$ cat src/rtl/mlp_r_stream_frontend.sv
// Stream front/back end for the combinational regression MLP: packs features into
// the classifier input, waits a settle time, then rounds and saturates the output.
module mlp_r_stream_frontend #(
    parameter int WIDTH_A    = 4,
    parameter int NUM_A      = 21,
    parameter int OUTWIDTH   = 22,
    parameter int FRAC_W     = 16,
    parameter int MAX_CLASS  = 3,
    parameter int CLASS_W    = 2,
    parameter int SETTLE_CYC = 4
) (
    input  logic                     clk,
    input  logic                     rst,
    input  logic                     feat_valid,
    input  logic [WIDTH_A-1:0]       feat_data,
    output logic                     feat_ready,
    output logic [NUM_A*WIDTH_A-1:0] clf_inp,
    input  logic [OUTWIDTH-1:0]      clf_out,
    output logic                     res_valid,
    output logic [CLASS_W-1:0]       res_class,
    output logic [OUTWIDTH-1:0]      res_raw,
    input  logic                     res_ready,
    output logic                     busy
);
    localparam int IW    = OUTWIDTH - FRAC_W;
    localparam int IDX_W = (NUM_A > 1) ? $clog2(NUM_A) : 1;
    localparam int CNT_W = $clog2(SETTLE_CYC + 1);

    localparam logic [IDX_W-1:0]  IDX_LAST  = IDX_W'(NUM_A - 1);
    localparam logic [CNT_W-1:0]  CNT_START = CNT_W'(SETTLE_CYC - 1);
    localparam logic [FRAC_W-1:0] HALF      = {1'b1, {(FRAC_W-1){1'b0}}};

    typedef enum logic [1:0] {LOAD, SETTLE, DONE} state_t;

    state_t                   state_q, state_d;
    logic [IDX_W-1:0]         idx_q, idx_d;
    logic [CNT_W-1:0]         cnt_q, cnt_d;
    logic [NUM_A*WIDTH_A-1:0] lanes_q, lanes_d;
    logic                     res_valid_q, res_valid_d;
    logic [CLASS_W-1:0]       res_class_q, res_class_d;
    logic [OUTWIDTH-1:0]      res_raw_q, res_raw_d;

    logic [IW-1:0]      ip;
    logic [FRAC_W-1:0]  fr;
    logic               up;
    logic [IW:0]        rnd;
    logic [CLASS_W-1:0] cls;

    // Round half down (strict compare), then clamp to the top class.
    assign ip  = clf_out[OUTWIDTH-1:FRAC_W];
    assign fr  = clf_out[FRAC_W-1:0];
    assign up  = (fr > HALF);
    assign rnd = {1'b0, ip} + (IW+1)'(up);
    assign cls = (rnd > (IW+1)'(MAX_CLASS)) ? CLASS_W'(MAX_CLASS) : rnd[CLASS_W-1:0];

    always_comb begin
        state_d     = state_q;
        idx_d       = idx_q;
        cnt_d       = cnt_q;
        lanes_d     = lanes_q;
        res_valid_d = res_valid_q;
        res_class_d = res_class_q;
        res_raw_d   = res_raw_q;
        case (state_q)
            LOAD: begin
                if (feat_valid) begin
                    for (int k = 0; k < NUM_A; k++) begin
                        if (idx_q == IDX_W'(k)) begin
                            lanes_d[k*WIDTH_A +: WIDTH_A] = feat_data;
                        end
                    end
                    if (idx_q == IDX_LAST) begin
                        idx_d   = '0;
                        cnt_d   = CNT_START;
                        state_d = SETTLE;
                    end else begin
                        idx_d = idx_q + 1'b1;
                    end
                end
            end
            SETTLE: begin
                if (cnt_q != '0) begin
                    cnt_d = cnt_q - 1'b1;
                end else begin
                    res_raw_d   = clf_out;
                    res_class_d = cls;
                    res_valid_d = 1'b1;
                    state_d     = DONE;
                end
            end
            DONE: begin
                if (res_ready) begin
                    res_valid_d = 1'b0;
                    state_d     = LOAD;
                end
            end
            default: state_d = LOAD;
        endcase
    end

    always_ff @(posedge clk) begin
        if (rst) begin
            state_q     <= LOAD;
            idx_q       <= '0;
            cnt_q       <= '0;
            lanes_q     <= '0;
            res_valid_q <= 1'b0;
            res_class_q <= '0;
            res_raw_q   <= '0;
        end else begin
            state_q     <= state_d;
            idx_q       <= idx_d;
            cnt_q       <= cnt_d;
            lanes_q     <= lanes_d;
            res_valid_q <= res_valid_d;
            res_class_q <= res_class_d;
            res_raw_q   <= res_raw_d;
        end
    end

    assign feat_ready = !rst && (state_q == LOAD);
    assign busy       = !rst && (state_q != LOAD);
    assign clf_inp    = lanes_q;
    assign res_valid  = res_valid_q;
    assign res_class  = res_class_q;
    assign res_raw    = res_raw_q;
endmodule

$ cat config.mk
export PLATFORM = sky130hd
export DESIGN_NAME = mlp_r_stream_frontend
export DESIGN_NICKNAME = d
export VERILOG_FILES = /design/src/rtl/mlp_r_stream_frontend.sv
export SDC_FILE = /design/constraint.sdc
export NUM_CORES = 1
export LEC_CHECK = 0
export CAP_MARGIN = 40
export CORE_MARGIN = 8
export CORE_UTILIZATION = 47
export DETAILED_ROUTE_END_ITERATION = 10
export GPL_ROUTABILITY_DRIVEN = 0
export PLACE_DENSITY_LB_ADDON = 0.05
export SYNTH_ARGS = -nofsm -noshare
export SYNTH_HDL_FRONTEND = slang
export SYNTH_SLANG_ARGS = --single-unit
$ cat constraint.sdc
create_clock -name clk -period 2.7 [get_ports clk]
set_input_delay 0.54 -clock clk [delete_from_list [all_inputs] [get_ports clk]]
set_output_delay 0.54 -clock clk [all_outputs]
set_load 0.005 [all_outputs]
==> results.ini, run 1 <==
[status]
status=completed

[flow_run]
cap_violations=0

[timing]
hold_viol=0
fin_ws_ps=214
layout_min_cycle_time_ps=2490
setup_violations=0
clock.fmax_ghz=0.402
tightest_slew_ps=824
holdWs_ps=450
min_period_over_period_pct=92.1
slew_headroom_pct=44.9
finalMaxSlewViolations=0
worst_clock_skew_ps=8.12
rsz0062_at_grt=false

[worst_setup_path]
slowest_stage=a2111oi_1
critPathBufInv=1
critPathMostFrequentCell=ha_1
crit_end=res_class[1]$_SDFFE_PP0P_
reg2regPathDepth=6
rr_startpoint=idx_q[0]$_SDFFE_PP0P_
rrSetupSlack_ps=770
crit_chain=clkdlybuf4s50_1 -> nor4_1 -> a41oi_1 -> ha_1 -> ha_1 -> or2_2 -> a2111oi_1 -> a211oi_1
crit_fanout=2
critPathRequiredTime_ps=3080
crit_path_end_kind=flop
cp_slowest_stage_delay_ps=500
startpoint_type=primary input
critical_path_class=primary input to flop
cp.arrival_ps=2870
cp.depth=8
cp-startpoint=clf_out[1]
cp_top_family=compound AO/OA/AOI/OAI gates
rr_endpoint=idx_q[1]$_SDFFE_PP0P_

[floorplanning]
ios=141
coreArea_um2=9770
start_util_pct=48.5
dieWidth_um=116
fp.dieH_um=116
fp-row-count=36
dieArea_um2=13600

[yosys]
synth.avg_cell_area_um2=9.68
synth.distinct_cells=39
synth_edf_count=0
yosys-top-cells-count=dfxtp_1, nor2_1, mux2i_1
ys.flop_type=dfxtp_1
async_flop_share_pct=0
synth_top_area_cell=dfxtp_1
yosysMostFrequentCell=dfxtp_1
synth_top_area_share_pct=50.2
syn_inst=490
synth-seq-cells=119
yosys_warnings=0
synth_area_leaders=dfxtp_1, mux2i_1, nor2_1
netlist_area_um2=4740
ys_seq_area_share_pct=50.2
synth_fp_nets=529

[clock_tree]
path_clk_slew_ps=60
holdBufCountCts=0
clk_latency_ps=520
numCtsBuffers=17
cts_tree=done
htreeDepth=4
cts_setup_buffers=0
cts.sinks=119
cts_root_buffer=clkbuf_8
clk_path_buf_depth=2

[drt]
drtPass1Iterations=4
vias=3887
wl_mm=12.6
wl_per_cell_um=16.4
ant_nets=0
dr.first_iter.drc_count=176
avgViaCountPerCell=5.05
drc=0

[finish]
postLayoutCoreUtil_pct=69.5
area_growth_pct=43.3
final_layout_size_suffix_gt1_share_pct=8.79
stdcell_count=770
num_antenna_cells=0
final_nets=663
fillers=787

[placed_design]
post-dp-hpwl_mm=8.86
place_ws_ps=-406
dp_cells=738
port_buffers=140

[global_route]
grt_pass1_wl_mm=20.0
grt_max_degree=78
grt_use_total_pct=19.3
antenna_found_initial=0
grt.overflow.total=0
grt_pass1_vias=3846

[pwr]
peakVddDrop_mv=0.427
total_power_mw=4.19
powerDensity_nw_per_um2=616
power.leakage_nw=2.94

[min_path]
hold_class=flop to flop

## cells by family (layout without fill, tap and decap cells)
group           Yosys count  after routing  synth area share (%)
compound gates           48             48                  5.57
flops                   119            119                  50.2
fa+ha+maj                 9              9                  2.37
buf+inv                  40            187                  4.04
mux                      80             80                  16.9
simple gates            194            194                  20.9
## area by class of cell
class                      instances  area [µm²]  area share [%]
sequential                       119        2380            35.0
multi-input combinational        331        2170            31.9
timing repair buffer             148        1460            21.5
clock buffer                      24         500            7.36
tap                              133         166            2.45
clock inverter                     8        92.6            1.36
inverter                           7        26.3           0.387
## power breakdown
part	switching, mW	internal, mW
Clock	0.761	1.45
Sequential	0.00797	1.77
Combinational	0.113	0.0885
Total	0.881	3.31
## worst register-to-register path: stages, from the launching register on
cell	delay, ps
dfxtp_1	350
inv_1	110
ha_1	420
nand4b_1	370
and2_1	330
a22oi_1	160
nor2_1	50
## routing by layer
metal / GRT usage, % / share of wire, % / wire (µm)
met5: 0 / 0 / 0
met4: 6.74 / 1.3 / 159
met3: 9.57 / 9.7 / 1230
met2: 31.4 / 49 / 6180
met1: 21.4 / 40 / 5070
## through the flow
stage,TNS [ps],instance area (µm²)
after floorplan,0,4740
after global placement,-649,6200
after detailed placement,-804,6200
after CTS,0,6800
after global routing,0,6800
final,0,6800
## layout by cell type (no fill, tap or decap), types with 2 or more instances in the layout
cell type	count
and2_1	3
a211oi_1	3
nand2b_1	3
clkdlybuf4s50_1	139
dfxtp_1	119
nand4_1	3
ha_1	9
nor4_1	3
clkinv_2	5
nor3_1	3
nor2b_1	2
o21ai_0	6
inv_1	7
nor3b_1	2
buf_4	9
a21oi_1	34
nor2_1	90
mux2i_1	80
nand3_4	10
nor2_4	2
nand2_1	56
nand3_1	8
clkbuf_8	7
clkbuf_16	16
bufinv_16	2
## flip-flops by register name, summed over array words and instances (netlist names)
name and cells:
res_raw 22, res_valid 1, state_q 2, cnt_q 3, clf_inp 84, idx_q 5
res_class 2
## how the worst min path moves through the flow
stage / end / startpoint / cells after the start
3_5_place_dp: res_raw[12]$_SDFFE_PP0P_ / res_raw[12]$_SDFFE_PP0P_ / 2
4_1_cts: clf_inp[72]$_SDFFE_PP0P_ / rst / 2
2_1_floorplan: cnt_q[0]$_SDFFE_PP0P_ / cnt_q[0]$_SDFFE_PP0P_ / 2
5_1_grt: clf_inp[71]$_SDFFE_PP0P_ / rst / 2
6_report: res_raw[15]$_SDFFE_PP0P_ / res_raw[15]$_SDFFE_PP0P_ / 2
3_3_place_gp: res_raw[2]$_SDFFE_PP0P_ / res_raw[2]$_SDFFE_PP0P_ / 2
## timing repair
item,in CTS,in global routing
endpoints found under the setup margin,0,1
resized for setup,0,1
endpoints found under the hold margin,0,0
No activity file was read; power rests on OpenSTA's default activity.
==> run 2: changes to the inputs <==
Settings changed: SKIP_LAST_GASP from default to 1.
==> results of run 2 <==
Final layout, timing and power as in run 1 (identical DEF).
==> run 3: changes to the inputs <==
Settings changed: ABC_CLOCK_PERIOD_IN_PS from default to 2700, CAP_MARGIN 40 to default, CORE_ASPECT_RATIO from default to 0.6.
==> run 3 against run 2 <==
  * Sequential power hardly changed
  * Cell count is 0.13% higher
  * First-iteration DRC count is 7.4% higher
  * Critical endpoint unchanged
  * Largest cell class unchanged
  * Largest power group unchanged
==> results.ini, run 3 (synthesis results as in run 1) <==
[status]
status=completed  ; unchanged

[clock_tree]
clk_path_buf_depth=2  ; unchanged
holdBufCountCts=0  ; unchanged
path_clk_slew_ps=50  ; was 60 ps
cts_root_buffer=clkbuf_16  ; was clkbuf_8
cts_tree=done  ; unchanged
cts.sinks=119  ; unchanged
cts_setup_buffers=0  ; unchanged
numCtsBuffers=17  ; unchanged
clk_latency_ps=400  ; was 520 ps
htreeDepth=4  ; unchanged

[global_route]
grt_pass1_vias=3863  ; was 3846
antenna_found_initial=0  ; unchanged
grt_max_degree=64  ; was 78
grt_pass1_wl_mm=21.0  ; was 20.0 mm
grt_use_total_pct=19.3  ; about the same
grt.overflow.total=0  ; unchanged

[floorplanning]
dieArea_um2=13700  ; was 13600 µm²
start_util_pct=48.2  ; was 48.5%
fp-row-count=28  ; was 36
dieWidth_um=146  ; was 116 µm
fp.dieH_um=93.8  ; was 116 µm
ios=141  ; unchanged
coreArea_um2=9840  ; was 9770 µm²

[worst_setup_path]
cp_slowest_stage_delay_ps=450  ; was 500 ps
critPathBufInv=2  ; was 1
slowest_stage=clkdlybuf4s50_1  ; was a2111oi_1
cp_top_family=simple AND/OR/NAND/NOR gates  ; was compound AO/OA/AOI/OAI gates
startpoint_type=primary input  ; unchanged
crit_chain=clkdlybuf4s50_1 -> nor4_2 -> a41oi_2 -> ha_2 -> ha_1 -> or2_2 -> a2111oi_4 -> buf_4 -> a211oi_1  ; was clkdlybuf4s50_1 -> nor4_1 -> a41oi_1 -> ha_1 -> ha_1 -> or2_2 -> a2111oi_1 -> a211oi_1
critPathRequiredTime_ps=2950  ; was 3080 ps
crit_fanout=2  ; unchanged
crit_path_end_kind=flop  ; unchanged
critical_path_class=primary input to flop  ; unchanged
cp.arrival_ps=2890  ; was 2870 ps

[finish]
largest_reg_flops=84  ; unchanged
postLayoutCellArea_um2=6790  ; was 6800 µm²
mostFrequentLayoutCells=clkdlybuf4s50_1, dfxtp_1, nor2_1, mux2i_1, nand2_1  ; unchanged
final_layout_size_suffix_gt1_share_pct=9.59  ; was 8.79%
area_growth_pct=43.2  ; was 43.3%
stdcell_count=771  ; was 770
num_antenna_cells=0  ; unchanged
fillers=767  ; was 787
final_common_cell=clkdlybuf4s50_1  ; unchanged
final_nets=665  ; was 663

[timing]
slew_headroom_pct=44.1  ; was 44.9%
finalMaxSlewViolations=0  ; unchanged
min_period_over_period_pct=97.5  ; was 92.1%
hold_viol=0  ; unchanged
setup_violations=0  ; unchanged
tightest_slew_ps=839  ; was 824 ps
worst_clock_skew_ps=12.6  ; was 8.12 ps
layout_min_cycle_time_ps=2630  ; was 2490 ps
clock.fmax_ghz=0.380  ; was 0.402 GHz

[drt]
wl_per_cell_um=16.9  ; was 16.4 µm
dr.first_iter.drc_count=189  ; was 176
avgViaCountPerCell=5.01  ; was 5.05
drtPass1Iterations=5  ; was 4
drc=0  ; unchanged
vias=3863  ; was 3887
wl_mm=13.1  ; was 12.6 mm
ant_nets=0  ; unchanged

[flow_run]
cap_violations=0  ; unchanged

[placed_design]
port_buffers=140  ; unchanged
post-dp-hpwl_mm=9.13  ; was 8.86 mm
dp_cells=742  ; was 738
placed_area_um2=6230  ; was 6200 µm²

[min_path]
hold_class=flop to flop  ; unchanged

[pwr]
powerDensity_nw_per_um2=577  ; was 616 nW/µm²
power.leakage_nw=2.90  ; was 2.94 nW
peakVddDrop_mv=0.424  ; was 0.427 mV

-- run 3: cell count changes in the layout (fill, tap and decap cells not counted), moves of 2 or more --
cell and change:
nor4_1 -3, bufinv_16 -2, nor4_2 +2, clkbuf_8 -6, clkinvlp_4 +3
-- run 3: layer usage --
| layer | vias to the layer above | track usage, % | routed length, µm |
|---|---|---|---|
| met5 | - | 0 | 0 |
| met4 | 0 | 6.80 | 43 |
| met3 | 4 | 7.02 | 975 |
| met2 | 108 | 28.5 | 5800 |
| met1 | 1835 | 25.5 | 6230 |
| li1 | 1916 | - | - |
-- run 3: cell type report --
class                           count  area, µm²  area share (%)
Sequential cell                   119       2380            35.1
Timing Repair Buffer              150       1490            21.9
Clock buffer                       19        443            6.52
Clock inverter                     10       60.1           0.884
Inverter                            7       26.3           0.387
Tap cell                          135        169            2.49
Multi-Input combinational cell    331       2230            32.8
-- run 3: worst reg2reg max path, delay by kind of cell, from the launching register on --
| family | cells | cell delay, ps |
|---|---|---|
| simple gates | 3 | 1010 |
| flops | 1 | 310 |
| fa+ha+maj | 2 | 310 |
| compound gates | 1 | 270 |
| buf+inv | 1 | 70 |
-- run 3: power breakdown --
| part | switching, mW | leakage [nW] | internal (mW) |
|---|---|---|---|
| clock | 0.762 | 0.242 | 1.17 |
| combinational | 0.122 | 1.70 | 0.0952 |
| sequential | 0.00816 | 0.959 | 1.77 |
-- run 3: worst paths after layout --
path                                  from  slack, ps  cells past startpoint                         to
setup / recovery                clf_out[6]         70                      9  res_class[1]$_SDFFE_PP0P_
hold / removal    res_raw[12]$_SDFFE_PP0P_        450                      2   res_raw[12]$_SDFFE_PP0P_
setup reg to reg     cnt_q[0]$_SDFFE_PP0P_        640                      7  res_class[1]$_SDFFE_PP0P_
hold reg to reg   res_raw[12]$_SDFFE_PP0P_        450                      2   res_raw[12]$_SDFFE_PP0P_
-- run 3: stage by stage --
step | setup TNS, ps | setup WS [ps] | hold slack (ps) | util [%] | power, mW
global placement | -627 | -314 | 441 | 63.3 | 2.02
finish | 0 | 68.5 | 451 | 69.0 | 3.92
CTS | 0 | 17.8 | 454 | 68.5 | 3.95
floorplan | 0 | 375 | 447 | - | 1.92
detailed placement | -931 | -475 | 446 | 63.3 | 2.02
global route | -4.97 | -4.97 | 471 | 69.0 | 4.05
-- run 3: what timing repair did --
action,4_1_cts,5_1_grt
setup endpoints to repair,2,2
resized for setup,2,7
pin swaps,0,2
